===== src/rtl/l1i_tlb_assoc.sv =====
// Set-associative L1 instruction TLB with global pages, fill-time dedup and
// multi-cycle invalidate-all / invalidate-by-ASID sweeps.
//
// state      | meaning
// -----------+--------------------------------------------------------
// ST_IDLE    | normal operation, lookups translate, fills accepted
// SWEEP_ALL  | clearing every way of set[cnt_q], one set per cycle
// SWEEP_ASID | clearing non-global ways of set[cnt_q] owned by iasid_q
module l1i_tlb_assoc #(
  parameter int NUM_SETS   = 16,
  parameter int NUM_WAYS   = 4,
  parameter int ASID_WIDTH = 8,
  parameter int PAGE_IDX_W = 20
) (
  input  logic                  clk,
  input  logic                  reset_n,
  input  logic                  lookup_en,
  input  logic [PAGE_IDX_W-1:0] lookup_vpage,
  input  logic [ASID_WIDTH-1:0] lookup_asid,
  output logic                  lookup_valid,
  output logic                  lookup_hit,
  output logic [PAGE_IDX_W-1:0] lookup_ppage,
  input  logic                  update_en,
  input  logic [PAGE_IDX_W-1:0] update_vpage,
  input  logic [PAGE_IDX_W-1:0] update_ppage,
  input  logic [ASID_WIDTH-1:0] update_asid,
  input  logic                  update_global,
  input  logic                  inval_all,
  input  logic                  inval_asid_en,
  input  logic [ASID_WIDTH-1:0] inval_asid,
  output logic                  busy
);

  localparam int SET_W = $clog2(NUM_SETS);
  localparam int TAG_W = PAGE_IDX_W - SET_W;
  localparam int WAY_W = (NUM_WAYS > 1) ? $clog2(NUM_WAYS) : 1;

  typedef logic [WAY_W-1:0] way_t;
  typedef enum logic [1:0] {ST_IDLE, ST_SWEEP_ALL, ST_SWEEP_ASID} state_e;

  logic                  valid_q  [NUM_SETS][NUM_WAYS];
  logic                  global_q [NUM_SETS][NUM_WAYS];
  logic [ASID_WIDTH-1:0] asid_q   [NUM_SETS][NUM_WAYS];
  logic [TAG_W-1:0]      tag_q    [NUM_SETS][NUM_WAYS];
  logic [PAGE_IDX_W-1:0] ppage_q  [NUM_SETS][NUM_WAYS];
  way_t                  rr_q     [NUM_SETS];

  state_e                state_q, state_d;
  logic [SET_W-1:0]      cnt_q, cnt_d;
  logic [ASID_WIDTH-1:0] iasid_q, iasid_d;
  logic                  sweep_en;
  logic [NUM_WAYS-1:0]   sweep_clr;

  logic                  lk_valid_q, lk_hit_q;
  logic [PAGE_IDX_W-1:0] lk_ppage_q;
  logic                  lk_hit_d;
  logic [PAGE_IDX_W-1:0] lk_ppage_d;

  logic [SET_W-1:0]      lk_set, up_set;
  logic [TAG_W-1:0]      lk_tag, up_tag;
  logic                  lk_match;
  logic [PAGE_IDX_W-1:0] lk_match_pp;
  logic                  up_match, up_free, fill_fire, rr_adv;
  way_t                  up_match_way, up_free_way, fill_way;

  assign busy   = (state_q != ST_IDLE);
  assign lk_set = lookup_vpage[SET_W-1:0];
  assign lk_tag = lookup_vpage[PAGE_IDX_W-1:SET_W];
  assign up_set = update_vpage[SET_W-1:0];
  assign up_tag = update_vpage[PAGE_IDX_W-1:SET_W];

  // Lowest matching way wins, so a result is always well defined.
  always_comb begin
    lk_match    = 1'b0;
    lk_match_pp = '0;
    for (int w = 0; w < NUM_WAYS; w++) begin
      if (!lk_match && valid_q[lk_set][w] && (tag_q[lk_set][w] == lk_tag) &&
          (global_q[lk_set][w] || (asid_q[lk_set][w] == lookup_asid))) begin
        lk_match    = 1'b1;
        lk_match_pp = ppage_q[lk_set][w];
      end
    end
  end

  always_comb begin
    up_match     = 1'b0;
    up_match_way = '0;
    up_free      = 1'b0;
    up_free_way  = '0;
    for (int w = 0; w < NUM_WAYS; w++) begin
      if (!up_match && valid_q[up_set][w] && (tag_q[up_set][w] == up_tag) &&
          (global_q[up_set][w] || (asid_q[up_set][w] == update_asid))) begin
        up_match     = 1'b1;
        up_match_way = way_t'(w);
      end
      if (!up_free && !valid_q[up_set][w]) begin
        up_free     = 1'b1;
        up_free_way = way_t'(w);
      end
    end
  end

  always_comb begin
    fill_way = rr_q[up_set];
    rr_adv   = 1'b0;
    if (up_match) begin
      fill_way = up_match_way;
    end else if (up_free) begin
      fill_way = up_free_way;
    end else begin
      rr_adv = 1'b1;
    end
  end

  // A fill colliding with an invalidate start is dropped.
  assign fill_fire = update_en && (state_q == ST_IDLE) && !inval_all && !inval_asid_en;

  always_comb begin
    state_d  = state_q;
    cnt_d    = cnt_q;
    iasid_d  = iasid_q;
    sweep_en = 1'b0;
    case (state_q)
      ST_IDLE: begin
        if (inval_all) begin
          state_d = ST_SWEEP_ALL;
          cnt_d   = '0;
        end else if (inval_asid_en) begin
          state_d = ST_SWEEP_ASID;
          cnt_d   = '0;
          iasid_d = inval_asid;
        end
      end
      ST_SWEEP_ALL, ST_SWEEP_ASID: begin
        sweep_en = 1'b1;
        cnt_d    = cnt_q + 1'b1;
        if (cnt_q == SET_W'(NUM_SETS - 1)) begin
          state_d = ST_IDLE;
        end
      end
      default: state_d = ST_IDLE;
    endcase
  end

  always_comb begin
    sweep_clr = '0;
    for (int w = 0; w < NUM_WAYS; w++) begin
      sweep_clr[w] = (state_q == ST_SWEEP_ALL) ||
                     (!global_q[cnt_q][w] && (asid_q[cnt_q][w] == iasid_q));
    end
  end

  always_comb begin
    lk_hit_d   = lookup_en && !busy && lk_match;
    lk_ppage_d = lk_hit_d ? lk_match_pp : '0;
  end

  always_ff @(posedge clk or negedge reset_n) begin
    if (!reset_n) begin
      state_q    <= ST_IDLE;
      cnt_q      <= '0;
      iasid_q    <= '0;
      lk_valid_q <= 1'b0;
      lk_hit_q   <= 1'b0;
      lk_ppage_q <= '0;
    end else begin
      state_q    <= state_d;
      cnt_q      <= cnt_d;
      iasid_q    <= iasid_d;
      lk_valid_q <= lookup_en;
      lk_hit_q   <= lk_hit_d;
      lk_ppage_q <= lk_ppage_d;
    end
  end

  always_ff @(posedge clk or negedge reset_n) begin
    if (!reset_n) begin
      for (int s = 0; s < NUM_SETS; s++) begin
        rr_q[s] <= '0;
        for (int w = 0; w < NUM_WAYS; w++) begin
          valid_q[s][w] <= 1'b0;
        end
      end
    end else begin
      if (fill_fire) begin
        valid_q[up_set][fill_way] <= 1'b1;
        if (rr_adv) begin
          rr_q[up_set] <= (rr_q[up_set] == way_t'(NUM_WAYS - 1)) ? '0
                                                               : rr_q[up_set] + way_t'(1);
        end
      end
      if (sweep_en) begin
        for (int w = 0; w < NUM_WAYS; w++) begin
          if (sweep_clr[w]) begin
            valid_q[cnt_q][w] <= 1'b0;
          end
        end
      end
    end
  end

  // Payload is qualified by valid_q, so it needs no reset.
  always_ff @(posedge clk) begin
    if (fill_fire) begin
      global_q[up_set][fill_way] <= update_global;
      asid_q[up_set][fill_way]   <= update_asid;
      tag_q[up_set][fill_way]    <= up_tag;
      ppage_q[up_set][fill_way]  <= update_ppage;
    end
  end

  assign lookup_valid = lk_valid_q;
  assign lookup_hit   = lk_hit_q;
  assign lookup_ppage = lk_ppage_q;

endmodule


===== config.mk =====
export PLATFORM = sky130hd
export DESIGN_NAME = l1i_tlb_assoc
export DESIGN_NICKNAME = d
export VERILOG_FILES = /design/src/rtl/l1i_tlb_assoc.sv
export SDC_FILE = /design/constraint.sdc
export NUM_CORES = 2
export LEC_CHECK = 0
export CAP_MARGIN = 20
export CORE_ASPECT_RATIO = 1.75
export CORE_MARGIN = 2
export CORE_UTILIZATION = 63
export DETAILED_ROUTE_END_ITERATION = 8
export PLACE_DENSITY = 0.8
export SLEW_MARGIN = 20
export SYNTH_ARGS = -nofsm -noshare
export SYNTH_HDL_FRONTEND = slang
export SYNTH_SLANG_ARGS = --single-unit

===== constraint.sdc =====
create_clock -name clk -period 8.65 [get_ports clk]
set_clock_uncertainty 0.15 [all_clocks]
set_input_delay 1.73 -clock clk [delete_from_list [all_inputs] [get_ports clk]]
set_output_delay 1.73 -clock clk [all_outputs]
set_load 0.01 [all_outputs]

---- Yosys cells after proc, flatten, opt, wreduce, memory -nomap -nowiden ----
Memories as Yosys holds them, arrays and structs flattened.
Index checks and enable logic that the tools add are counted.
Widths: inputs -> output; s select.
storage, ports and cells
  register bits ........................... 132
  RAM bits ................................ 2,880
  output and inout port bits .............. 23
  memories kept ........................... 4
operators by class
  add/subtract/negate cells ............... 2
  magnitude comparators ................... 7
  equality and inequality tests ........... 26
  mux-type cells .......................... 80
  bitwise logic cells ..................... 14
  reductions and logical operators ........ 75
memories
  memory    depth  bits a word  read ports  clocked after Yosys merged registers in  write ports  RTL line  text
  ppage_q   16     80           1           0                                        1            45        logic [PAGE_IDX_W-1:0] ppage_q [NUM_SETS][NUM_WAYS];
  tag_q     16     64           2           0                                        1            44        logic [TAG_W-1:0] tag_q [NUM_SETS][NUM_WAYS];
  asid_q    16     32           3           0                                        1            43        logic [ASID_WIDTH-1:0] asid_q [NUM_SETS][NUM_WAYS];
  global_q  16     4            3           0                                        1            42        logic global_q [NUM_SETS][NUM_WAYS];
operators with widths
  operator            number
  $mux 64             10
  $and 64x64->64      4
  $not 64->64         4
  $eq 16x16->1        8
  $mux 20             6
  $eq 8x8->1          12
  $demux 4 s4         5
  $mux 80             1
  $or 64x64->64       1
  $demux 20 s2        1
  $logic_and 1x1->1   37
  $mux 4              9
  $bmux 4 s4          2
  $bwmux 32           1
  $demux 16 s2        1
  $mux 32             1
  $mux 2              14
  $mux 1              20
  $logic_not 1->1     18
  $demux 8 s2         1
  $mux 16             1
  $ge 5x5->1 const B  3
  $not 4->5           3
  $logic_or 1x1->1    12
  24 further kinds    29

---- Longest topological paths before layout ----
  depth after elaboration ................. 44
  depth in mapped cells ................... 21
  depth with buffers taken out ............ 11

---- Least setup slack after synthesis ----
OpenSTA, ideal clock, no wires.
  path type ............................... input to register
  start point ............................. input port update_vpage[3]
  end point ............................... register valid_q[42] (netlist bit)
  setup time .............................. 0.082 ns
  data arrival time ....................... 9.282 ns
  data required time ...................... 8.418 ns
  path slack .............................. -0.864 ns
  cell stages on the path ................. 17
  buffers on the path ..................... 6
  path through ............................ clkbuf_2 -> buf_6 -> buf_2 -> buf_4 -> buf_4 -> mux4_2 -> mux2i_1 -> o32ai_1 -> a21oi_1 -> o221ai_1 -> nor3_1 -> nand4_1 -> o31ai_2 -> nor2_2 -> buf_2 -> nor4_1 -> o22a_1
on the way
  longest elaborated chain between the ends .. 44
  elaborated cells between the ends (all ways) .. 85
ends and longest elaborated chain
  item                                                                    RTL line  text
  from (decl)                                                             24        input logic [PAGE_IDX_W-1:0] update_vpage,
  parallel branches: the longest is 29 deep, another holds $mem_v2 16x64  n/a
  $demux 4 s4 (*)                                                         186       valid_q[up_set][fill_way] <= 1'b1;
  $or 64x64->64 (no source line) (*)                                      n/a
  $mux 64 (*)                                                             185       if (fill_fire) begin
  $and 64x64->64 (no source line)                                         n/a
  $mux 64                                                                 194       if (sweep_clr[w]) begin
  $mux 64                                                                 192       if (sweep_en) begin
  $and 64x64->64 (no source line)                                         n/a
  $mux 64                                                                 194
  $mux 64                                                                 192
  $and 64x64->64 (no source line)                                         n/a
  $mux 64                                                                 194
  $mux 64                                                                 192
  $and 64x64->64 (no source line)                                         n/a
  $mux 64                                                                 194
  $mux 64 (*)                                                             192
  to (signal, indexed assignment)                                         181       valid_q[s][w] <= 1'b0;
  to (signal, indexed assignment)                                         186
  to (signal, indexed assignment)                                         195       valid_q[cnt_q][w] <= 1'b0;
  to (decl)                                                               41        logic valid_q [NUM_SETS][NUM_WAYS];
Mark *: on every way between the ends. The select of a mux whose other input is x is not followed.
A chain may end at the register's enable or synchronous reset.

---- Final worst setup path ----
  start point ............................. input port update_vpage[0]
  end point ............................... memory ppage_q[14][25] (netlist bit), enable pin
on the way
  longest elaborated chain between the ends .. 29
  elaborated cells between the ends (all ways) .. 67
ends and longest elaborated chain
  item                                                                    RTL line
  parallel branches: the longest is 29 deep, another holds $mem_v2 16x64  n/a
  to (decl)                                                               45
Several ways; the timed one is not identified. The select of a mux whose other input is x is not followed.

==> out/qor.txt <==
RSZ-0062 raised after global routing = false
Finished Cell Area = 153000 um2
Total GRT Usage = 41.8%
Worst-path cell chain = buf_8 -> buf_4 -> mux4_2 -> mux4_2 -> xnor2_2 -> nand4_1 -> nor4_1 -> o2111ai_1 -> buf_4 -> and3_1 -> or3_1 -> buf_4 -> nor3b_4 -> buf_12
Setup CP Type = in -> reg
Total of max-cap violations = 0
Synth Area per Inst = 19.9 um2
Initial Util = 63.3%
Status = complete, no violations
Via density = 7.91
Family with the most delay on the worst path = simple AND/OR/NAND/NOR gates
Cell area after synthesis = 138000 um2
Largest net degree at the start of global routing = 94
Number of synthesized flops with an enable pin = 2880
Slew Limit Fails = 0
CP Buf/Inv Count = 5
Die height = 623 um
CP peak stage delay = 0.87 ns
Synthesized flop and latch total = 3012
Predominant post-synthesis flop cell = edfxtp_1
GRT overflow = 0
Synth area leader = edfxtp_1
Fraction of registers with async set/reset = 4.38%
Rows = 227
Hold Startpoint = rr_q[16]
CTS tree = built
Tmin final = 8.42 ns
Leak pwr = 49.1 nW
GPL Wtd Cong = 1.02
Hold buffers post-CTS = 0
1st-pass router iterations = 6
Most used routing layer = met2
Slowest cell on crit path = nand4_1
TritonCTS buffer count = 271
CTS Root Cell = clkbuf_16
Post-synth net total = 7022
H-Tree Level Count = 5
First-pass GRT wire length = 638 mm
Met2 GRT Util = 65.2%
Tcrit/Tclk final = 97.3%
Class of the worst hold path = reg -> reg
CP max FO = 53
CP endpoint kind = flip-flop
CP Launch Type = primary input
Wire per inst = 44.8 um
Final Setup Violations = 0
Routed Antenna Nets = 0
Post-CTS Resized = 0
Total setup buffers inserted after CTS = 0
Critical path launch point = update_vpage[0]
Initial DRC Count = 12400
Seq/Total Area, Yosys = 65.0%
Final hold violation count = 0
Final WL = 459 mm
Clock net sink count = 3012
Initial antenna violation count = 27
Post-DP Area = 144000 um2
DR DRC count = 0
PortBufs = 113
Post-route setup TNS = 0 ns
Die width = 358 um
Reg clk slew, reported paths = 0.06 ns
Total placed cells including tap cells = 9762
Slew at the pin closest to its max-slew limit = 1.31 ns
GR Util met1 = 46.4%
Non-filler cells, final = 10300
Via count = 81100
Number of global-route vias before repair = 82600
Peak supply drop = 279 uV
Area delta synth->final = 10.8%
Arr. time, crit path = 8.80 ns
Max Fclk = 0.119 GHz
Met3 Resource Use GR = 10.5%
Fraction of layout cells with a size suffix above 1 = 31.6%
Top Ports = 114
Area share of the largest cell type after synthesis = 62.6%
Mapped Cells = 6925
Clk buf depth = 4
YS warnings = 0
Core area = 218000 um2
Critical Path RT = 9.04 ns
Post-synth cell types = 100
Die ar. = 223000 um2
Clk_lat worst skew = 0.91 ns
Crit Reg-Reg Startpoint = tag_q[15][24]
Relative slew slack = 12.4%
CP dominant cell by count = buf_4
Nets = 7273
Largest cells by area after synthesis = edfxtp_1 (63%), mux4_2 (21%), mux2i_1 (3.4%)
PwrDens = 213 nW/um2
HPWL Detailed = 282 mm
-- metrics by stage --
step                hold WS [ns]  util (%)  setup WS [ns]  total power, W
floorplan                  0.321         -         -0.864          0.0190
global placement           0.332      66.1         -0.334          0.0205
detailed placement         0.339      66.1          0.115          0.0205
CTS                        0.353      70.1           1.01          0.0324
global route               0.360      70.1          0.411          0.0331
finish                     0.351      70.1          0.231          0.0325
-- Yosys cell counts, drive strengths merged (5+ instances only) --
cell and instances:
edfxtp 2880, mux4 1294, mux2i 467, buf 397, xnor2 193, nand2 148
a21oi 140, dfrtp 132, clkbuf 126, nor2 104, mux2 101, o22ai 89
xor2 89, a22oi 81, inv 70, nor2b 61, nand3 54, a221oi 50
o21ai 48, a211oi 44, nor3 40, nand2b 35, nand4 33, nor4 25
a31oi 20, a22o 19, o22a 19, nand3b 15, and2 14, o211ai 10
o221ai 9, a41oi 8, a2111oi 7, nor3b 7, o2111ai 7, or3 7
ha 6, a211o 5
-- path summary, 6_finish.rpt --
path	to	slack (ns)	cells past startpoint
worst max-delay path	ppage_q[14][25]	0.23	14
worst min-delay path	rr_q[16]	0.35	1
worst max register to register	ppage_q[14][25]	1.89	12
worst min register to register	rr_q[16]	0.35	1
max in group asynchronous	valid_q[26]	6.06	2
min in group asynchronous	state_q[0]	0.80	1
-- registers in the layout, summed over array words and instances, names as in the netlist --
register	count
ppage_q	1280
global_q	64
lookup_hit	1
asid_q	512
state_q	2
lookup_ppage	20
tag_q	1024
cnt_q	4
valid_q	64
rr_q	32
lookup_valid	1
iasid_q	8
-- kinds of logic after synthesis --
kind of cell / count (synthesis) / synth area share (%)
DFF: 3012 / 65.0
muxes: 1862 / 25.4
AOI/OAI and AO/OA: 599 / 3.07
buffers and inverters: 598 / 2.56
and+or+nand+nor: 566 / 2.12
xor gates and xnor gates: 282 / 1.79
adders and majority gates: 6 / 0.0544
-- metal layers --
layer / vias up / part of all wire, %
met5: - / 0.045
met2: 7308 / 47
met3: 2321 / 11
met1: 41600 / 29
met4: 22 / 13
li1: 29800 / -
-- cell usage in the layout, fill, tap and decap left out, types with 54 or more instances in the layout --
master | Yosys | final
edfxtp_1 | 2880 | 2880
mux4_2 | 1273 | 1273
mux2i_1 | 467 | 467
clkbuf_16 | 0 | 281
buf_4 | 111 | 274
xnor2_1 | 193 | 190
nand2_1 | 148 | 148
dfrtp_1 | 132 | 129
a21oi_1 | 120 | 118
buf_12 | 8 | 116
mux2_2 | 101 | 101
xor2_1 | 89 | 89
o22ai_1 | 89 | 89
a22oi_1 | 81 | 81
nor2_1 | 101 | 63
clkinv_1 | 3 | 63
inv_1 | 67 | 62
clkdlybuf4s50_1 | 0 | 57
nand3_1 | 54 | 54
-- area by class of cell --
class	instances	area, um2
antenna	20	50.0
clock buffer	326	7230
clock inverter	141	1380
fill	12900	65200
inverter	73	287
multi-input combinational	3315	45300
sequential	3012	89800
tap	2862	3580
timing repair buffer	503	5330
-- report_power, final --
part,switching [W],leakage (nW),internal (W)
combinational,0.00244,17.2,0.00172
clock,0.00540,4.20,0.00677
sequential,0.000184,27.7,0.0160
(Power assumes the default switching activity.)
